===== config.mk =====
export PLATFORM = sky130hd
export DESIGN_NAME = fft_8point_16bit
export DESIGN_NICKNAME = d
export VERILOG_FILES = /design/src/rtl/fft_8point_16bit.sv
export SDC_FILE = /design/constraint.sdc
export NUM_CORES = 2
export LEC_CHECK = 0
export CAP_MARGIN = 5
export CORE_UTILIZATION = 55
export CTS_BUF_LIST = sky130_fd_sc_hd__clkbuf_8 sky130_fd_sc_hd__clkbuf_16
export CTS_CLUSTER_DIAMETER = 150
export DETAILED_ROUTE_END_ITERATION = 8
export GPL_ROUTABILITY_DRIVEN = 0
export PLACE_DENSITY = 0.8
export REMOVE_ABC_BUFFERS = 1
export SLEW_MARGIN = 30
export SYNTH_ARGS = -nofsm -noshare
export SYNTH_HDL_FRONTEND = slang
export SYNTH_SLANG_ARGS = --single-unit

===== constraint.sdc =====
create_clock -name clk -period 10.1 [get_ports clk]
set_input_delay 2.02 -clock clk [delete_from_list [all_inputs] [get_ports clk]]
set_output_delay 2.02 -clock clk [all_outputs]
set_load 0.01 [all_outputs]

===== src/rtl/fft_8point_16bit.sv =====
// fft_8point_16bit
//   8-point radix-2 decimation-in-time FFT over a fixed internal sample table
//   x[n] = n (Q8.8, real). One butterfly stage per clock, all four butterflies
//   of a stage in parallel. Twiddles are Q1.14; every twiddle product is
//   rounded back to Q8.8. Add/sub wraps in 16 bits with no scaling.
//
// Ports
//   clk        rising-edge clock
//   rst        synchronous active-high reset
//   start      launches one transform, only honoured in IDLE
//   r0..r7     Re X[k], signed Q8.8, registered, natural order
//   i0..i7     Im X[k], signed Q8.8, registered, natural order
//
// Timing: start sampled at edge E -> LOAD, S1, S2, S3; results land at E+4.
module fft_8point_16bit (
    input  logic        clk,
    input  logic        rst,
    input  logic        start,
    output logic [15:0] r0, r1, r2, r3, r4, r5, r6, r7,
    output logic [15:0] i0, i1, i2, i3, i4, i5, i6, i7
);

    typedef enum logic [2:0] {IDLE, LOAD, S1, S2, S3} state_t;

    // Samples already in bit-reversed slot order (slot 0 at the LSB end):
    // slots 0..7 hold x[0],x[4],x[2],x[6],x[1],x[5],x[3],x[7].
    localparam logic [7:0][15:0] SAMPLES_BR = {
        16'h0700, 16'h0300, 16'h0500, 16'h0100,
        16'h0600, 16'h0200, 16'h0400, 16'h0000
    };

    localparam logic signed [15:0] TW_RE [4] = '{16'sd16384,  16'sd11585,  16'sd0,     -16'sd11585};
    localparam logic signed [15:0] TW_IM [4] = '{16'sd0,     -16'sd11585, -16'sd16384, -16'sd11585};

    state_t state_q, state_d;
    logic [7:0][15:0] re_q, im_q;          // working stage registers
    logic [7:0][15:0] bf_re, bf_im;        // combinational stage result
    logic [7:0][15:0] out_re_q, out_im_q;  // published results
    logic             ld, wr, adv;
    logic [1:0]       sel;

    // Q8.8 x Q1.14 -> Q8.8 with round-half-up.
    function automatic logic [15:0] tmul(input logic signed [15:0] a,
                                         input logic signed [15:0] w);
        logic signed [31:0] p;
        p = a * w;
        p = p + 32'sd8192;
        p = p >>> 14;
        return p[15:0];
    endfunction

    // One DIT stage. sel 0/1/2 -> butterfly span 1/2/4. For butterfly b,
    // the top index, its partner and the twiddle exponent follow directly
    // from the bits of b, which avoids any division in hardware.
    function automatic void bfly(input  logic [7:0][15:0] ir, ii,
                                 input  logic [1:0]       s,
                                 output logic [7:0][15:0] or_, oi);
        logic [2:0]  top, bot;
        logic [1:0]  w, bb;
        logic [15:0] tr, ti;
        or_ = ir;
        oi  = ii;
        for (int b = 0; b < 4; b++) begin
            bb = 2'(b);
            case (s)
                2'd0:    begin top = {bb, 1'b0};           bot = top | 3'd1; w = 2'd0;          end
                2'd1:    begin top = {bb[1], 1'b0, bb[0]}; bot = top | 3'd2; w = {bb[0], 1'b0}; end
                default: begin top = {1'b0, bb};           bot = top | 3'd4; w = bb;            end
            endcase
            tr = tmul(ir[bot], TW_RE[w]) - tmul(ii[bot], TW_IM[w]);
            ti = tmul(ir[bot], TW_IM[w]) + tmul(ii[bot], TW_RE[w]);
            or_[top] = ir[top] + tr;
            oi[top]  = ii[top] + ti;
            or_[bot] = ir[top] - tr;
            oi[bot]  = ii[top] - ti;
        end
    endfunction

    // State register
    always_ff @(posedge clk) begin
        if (rst) state_q <= IDLE;
        else     state_q <= state_d;
    end

    // Next state
    always_comb begin
        state_d = state_q;
        case (state_q)
            IDLE:    if (start) state_d = LOAD;
            LOAD:    state_d = S1;
            S1:      state_d = S2;
            S2:      state_d = S3;
            S3:      state_d = IDLE;
            default: state_d = IDLE;
        endcase
    end

    // Datapath controls
    always_comb begin
        ld  = (state_q == LOAD);
        adv = (state_q == S1) || (state_q == S2);
        wr  = (state_q == S3);
        case (state_q)
            S1:      sel = 2'd0;
            S2:      sel = 2'd1;
            default: sel = 2'd2;
        endcase
    end

    always_comb begin
        bfly(re_q, im_q, sel, bf_re, bf_im);
    end

    always_ff @(posedge clk) begin
        if (rst) begin
            re_q <= '0;
            im_q <= '0;
        end else if (ld) begin
            re_q <= SAMPLES_BR;
            im_q <= '0;
        end else if (adv) begin
            re_q <= bf_re;
            im_q <= bf_im;
        end
    end

    // Last stage goes straight to the outputs, so they only ever change
    // with a complete result.
    always_ff @(posedge clk) begin
        if (rst) begin
            out_re_q <= '0;
            out_im_q <= '0;
        end else if (wr) begin
            out_re_q <= bf_re;
            out_im_q <= bf_im;
        end
    end

    assign r0 = out_re_q[0]; assign i0 = out_im_q[0];
    assign r1 = out_re_q[1]; assign i1 = out_im_q[1];
    assign r2 = out_re_q[2]; assign i2 = out_im_q[2];
    assign r3 = out_re_q[3]; assign i3 = out_im_q[3];
    assign r4 = out_re_q[4]; assign i4 = out_im_q[4];
    assign r5 = out_re_q[5]; assign i5 = out_im_q[5];
    assign r6 = out_re_q[6]; assign i6 = out_im_q[6];
    assign r7 = out_re_q[7]; assign i7 = out_im_q[7];

endmodule


### Word level (Yosys, flattened, before mapping)

Cells that the tools add are included.
Widths: inputs -> output; s select.

* bits in registers: 515
* input port bits: 3
* output and inout bits: 256
* logic and storage cells: 204

* add/subtract/negate cells: 36
* multipliers: 12
* magnitude comparators: 15
* equality and inequality tests: 6
* mux-type cells: 80
* bitwise gates (word level): 3
* reduce and logical (&&, ||, !) cells: 12

Operators with widths (count)
* $bwmux 128: 12
* $bmux 16 s3: 12
* $mux 16: 30
* $add 30x15->30 const B: 14
* $mul 16x16->30: 12
* $demux 16 s3: 6
* $mux 123: 2
* $bmux 16 s2: 6
* $add 16x16->16: 11
* $sub 16x16->16: 11
* $lt 3x4->1 const B: 5
* $ge 3x1->1 const B: 5
* $pmux 2 s2: 3
* $pmux 3 s2: 2
* $pmux 3 s4: 1
* $ge 3x3->1 const B: 3
* $mux 3: 3
* $not 2->3: 3
* $eq 3x2->1 const B: 2
* $logic_and 1x1->1: 6
* $mux 2: 3
* $lt 2x4->1 const B: 1
* $reduce_or 2->1: 2
* $eq 3x1->1 const B: 1
* other kinds (8): 8

### Logic depth before layout (Yosys ltp)

* word-level depth: 19
* gate-level depth with buffers: 54
* gate-level depth less buffers: 47

### Least setup slack after synthesis

Ideal clock, no wire load.

* kind: reg-to-reg
* from: register state_q[2]
* to: register re_q[111] (netlist name)
* setup time: 0.070 ns
* arrival time: 10.525 ns
* required time: 10.030 ns
* slack: -0.495 ns
* stages on the path, launching flop included: 51
* buffers on the path: 8
* period minus slack after synthesis: 10.595 ns
* cells stage by stage: dfxtp_1 > buf_2 > nor2b_4 > inv_2 > buf_6 > buf_6 > clkbuf_1 > clkbuf_1 > clkbuf_1 > buf_1 > nand2_1 > inv_1 > fa_1 > inv_1 > fa_1 > fa_1 > inv_1 > fa_1 > [... 15 more ...] > a21boi_0 > o21ai_0 > a21boi_0 > o21ai_0 > a21boi_0 > o21ai_0 > a21oi_1 > o21a_1 > nor2_1 > ha_1 > clkbuf_1 > nand2_1 > o31ai_1 > a21oi_1 > o21bai_1 > xnor2_1 > o211ai_1 > a21oi_1

* word-level cells in the longest chain between the ends: 17
* elaborated cells between the ends (all ways): 113
* classes of those cells: add/sub (16); mul (6); order compare (12); eq/ne (4); mux (62); bitwise (3); reduce/logical (10)

RTL lines
* start, declared: line 35 `state_t state_q, state_d;`
* start signal, assigned: line 82 `else state_q <= state_d;`
* $eq 3x2->1: line 101, 103
* $pmux 2 s2: line 103 `case (state_q)`
* $eq 2x1->1 or $logic_not 2->1 (tied branches): line 65 `case (s)`
* $pmux 2 s2: line 65
* $not 2->3 (not written as such): line 70 `tr = tmul(ir[bot], TW_RE[w]) - tmul(ii[bot], TW_IM[w]);`
* $bmux 16 s2: line 70
* $mux 16 (not written as such) (2 in a row): line 70
* $mul 16x16->30: line 46 `p = a * w;`
* $add 30x15->30: line 47 `p = p + 32'sd8192;`
* $sub 16x16->16: line 70
* $add 16x16->16: line 72 `or_[top] = ir[top] + tr;`
* $bwmux 128: line 72
* $bwmux 128: line 74 `or_[bot] = ir[top] - tr;`
* $bwmux 128: line 72
* $bwmux 128: line 74
* $bwmux 128: line 72
* end signal, assigned: line 122 `re_q <= bf_re;`
* end, declared: line 36 `logic [7:0][15:0] re_q, im_q;`

Several ways; a longest one is shown, not always the timed one. The select of a mux whose other input is x is not followed.
A chain may end at the register's enable or synchronous reset.

### Worst setup path after layout

* from: register state_q[1]
* to: register re_q[106] (netlist name)

Same word-level chain as after synthesis.

==> out/qor.txt <==
pre-CTS setup slack - -353 ps
via count - 74,900
total gr overflow - 0
WS Path Type - flip-flop to flip-flop
total CTS buffers - 59
largest family of logic cells by synthesized area - adder cells
number of synthesized flops with an enable pin - 0
outcome - finished clean
Starting DRT DRC Count - 6,062
Worst-Margin Slew - 1110 ps
Tmin final - 9980 ps
Mapped Area - 90,700 µm²
final hold vios - 0
Slowest Stage Delay on Critical Path - 600 ps
Core Box Area - 163,000 µm²
final setup fails - 0
Sinks on Clock Net - 515
Pre-antenna DRT Iters - 8
register bit total from synthesis - 515
FILL cells - 13,000
share of cells above drive strength 1 - 0.0683
vias per cell - 5.57
Max FO, Critical Path - 6
distinct cell type count after synthesis - 86
Max Slew Vio Count - 0
top_reg_cell synth - dfxtp_1
drt wl/cell - 20.0 µm
NumNets Final - 14,000
Worst path most repeated cell - fa_1
CP Data Arrival Time - 10,580 ps
Worst EP required - 10,700 ps
Die H - 408 µm
Root Buffer - clkbuf_16
Synth Area in Simple Gates - 0.102
Final ANT Viol Nets - 0
area grow syn2layout - 13.2%
initial antenna violation count - 11
Post-DP HPWL - 221 mm
Setup WS post-layout - 118 ps
row count - 148
die footprint - 167,000 µm²
max_cap viols - 0
CP Launch Type - flip-flop
CTS tree - yes
number of H-tree levels - 2
DRC Markers - 0
most common cell after layout, fill and taps aside - inv_1
total track usage - 0.320
global-route wire length before repair - 417 mm
Setup TNS - 0 ps
hold buffer count at CTS - 0
Max transition margin - 0.257
top-level I/O count - 259
worst-skew pair later-pin latency - 740 ps
Syn. warnings - 0
Routed WL - 270 mm
ys async rst share - 0
IO Port Bufs - 258
element type at the critical path end - flip-flop
sequential area share after synthesis - 0.114
Synth Area in XOR/XNOR - 0.0532
Slowest-stage cell, CP - fa_1
commonest cells after routing, fill and taps aside - inv_1 (2,274), fa_1 (1,388), ha_1 (1,341), nand2_1 (911), a21oi_1 (636)
largest net degree at the start of global routing - 157
Mapped Cells - 10,400
compound-gate portion of the synthesized area - 0.111
Starting Density - 0.556
WHS - 453 ps
mux contribution to synthesized area - 0.0155
Syn Area/Cell - 8.76 µm²
final std cells w/o fill - 13,400
period utilization - 0.988
chip width - 408 µm
# placed instances - 13,300
fmax - 0.100 GHz
RSZ-0062 raised after global routing - yes
clock transition at the registers of the reported paths - 60 ps
Min-Delay Path Class - flip-flop to flip-flop
vias in the first global route - 78,400
Synth Area in Adders - 0.495
skew final - 38.0 ps
maximum buffer depth of the clock tree - 3
-- cell usage after synthesis (46+ instances only) --
cell type,number,area (µm²)
xnor2_1,420,3680
fa_1,1400,28000
a21o_1,74,556
o21a_1,54,405
nor3_1,112,561
o21ai_0,314,1570
nand2_1,932,3500
dfxtp_1,515,10300
a211oi_1,183,1370
xor2_1,121,1060
mux2i_1,124,1240
nor2b_1,74,463
nor2_1,636,2390
inv_1,2283,8570
and3_1,46,288
and2_1,124,776
o21bai_1,75,563
nand3_1,53,265
nand2b_1,57,357
ha_1,1352,16900
a21oi_1,655,3280
clkbuf_1,291,1090
-- logic make-up (layout without fill, tap and decap cells) --
group / Yosys count / in the layout
xor gates and xnor gates: 545 / 545
and+or+nand+nor: 2131 / 2131
AOI/OAI and AO/OA: 1644 / 1644
adders and majority gates: 2752 / 2752
DFF: 515 / 515
other: 2 / 457
buffers and inverters: 2625 / 3091
muxes: 139 / 139
-- layout make-up --
cell class / count / area [µm²] / area share
diodes: 1 / 2.50 / 0.0000244
repair inverters: 2 / 17.5 / 0.000171
clock buffers: 69 / 1610 / 0.0157
inverters: 2288 / 8620 / 0.0839
multi-input cells: 7667 / 73000 / 0.710
well taps: 2175 / 2720 / 0.0265
flip-flops and latches: 515 / 10300 / 0.100
repair buffers: 691 / 6070 / 0.0590
clock inverters: 41 / 409 / 0.00398
-- critical path: cells and delay by family (launching register included) --
kind,cells,cell delay [ps]
adder cells (fa/ha/maj),9,3870
AO/OA/AOI/OAI,10,2070
AND/OR/NAND/NOR,13,1610
buffers and inverters,11,1240
XOR/XNOR,3,670
flip-flops,1,320
-- registers in the layout (all words and copies together), names as in the netlist, 16 cells and up --
signal / cells
r2: 16
i7: 16
r3: 16
i4: 16
i2: 16
r1: 16
r5: 16
r0: 16
r7: 16
r4: 16
re_q: 128
i3: 16
r6: 16
i0: 16
i5: 16
i1: 16
i6: 16
im_q: 128
-- worst paths after layout --
check        depth (start not counted)         to  slack (ps)       start
max                                 46  re_q[106]         120  state_q[1]
min                                  2      r0[1]         450       r0[1]
max reg2reg                         46  re_q[106]         120  state_q[1]
min reg2reg                          2      r0[1]         450       r0[1]
-- through the flow --
step            util  cell area, µm²
2_1_floorplan      -           91100
3_3_place_gp   0.609           99500
3_5_place_dp   0.609           99500
4_1_cts        0.622          102000
5_1_grt        0.629          103000
6_report       0.629          103000
-- routing by layer --
layer / wire length [µm] / global-route usage
met5: 130 / 0
met4: 21700 / 0.215
met3: 26300 / 0.0777
met2: 124000 / 0.519
met1: 97100 / 0.375
-- repair_timing --
action,in CTS,in global routing
buffers inserted,2,42
cloned,0,4
setup endpoints to repair,46,135
pin swaps,4,72
gates resized for setup,19,218
Power is left out: the tool's default activity adds up to more than one toggle a clock period on the data nets, which glitch-free logic cannot reach.
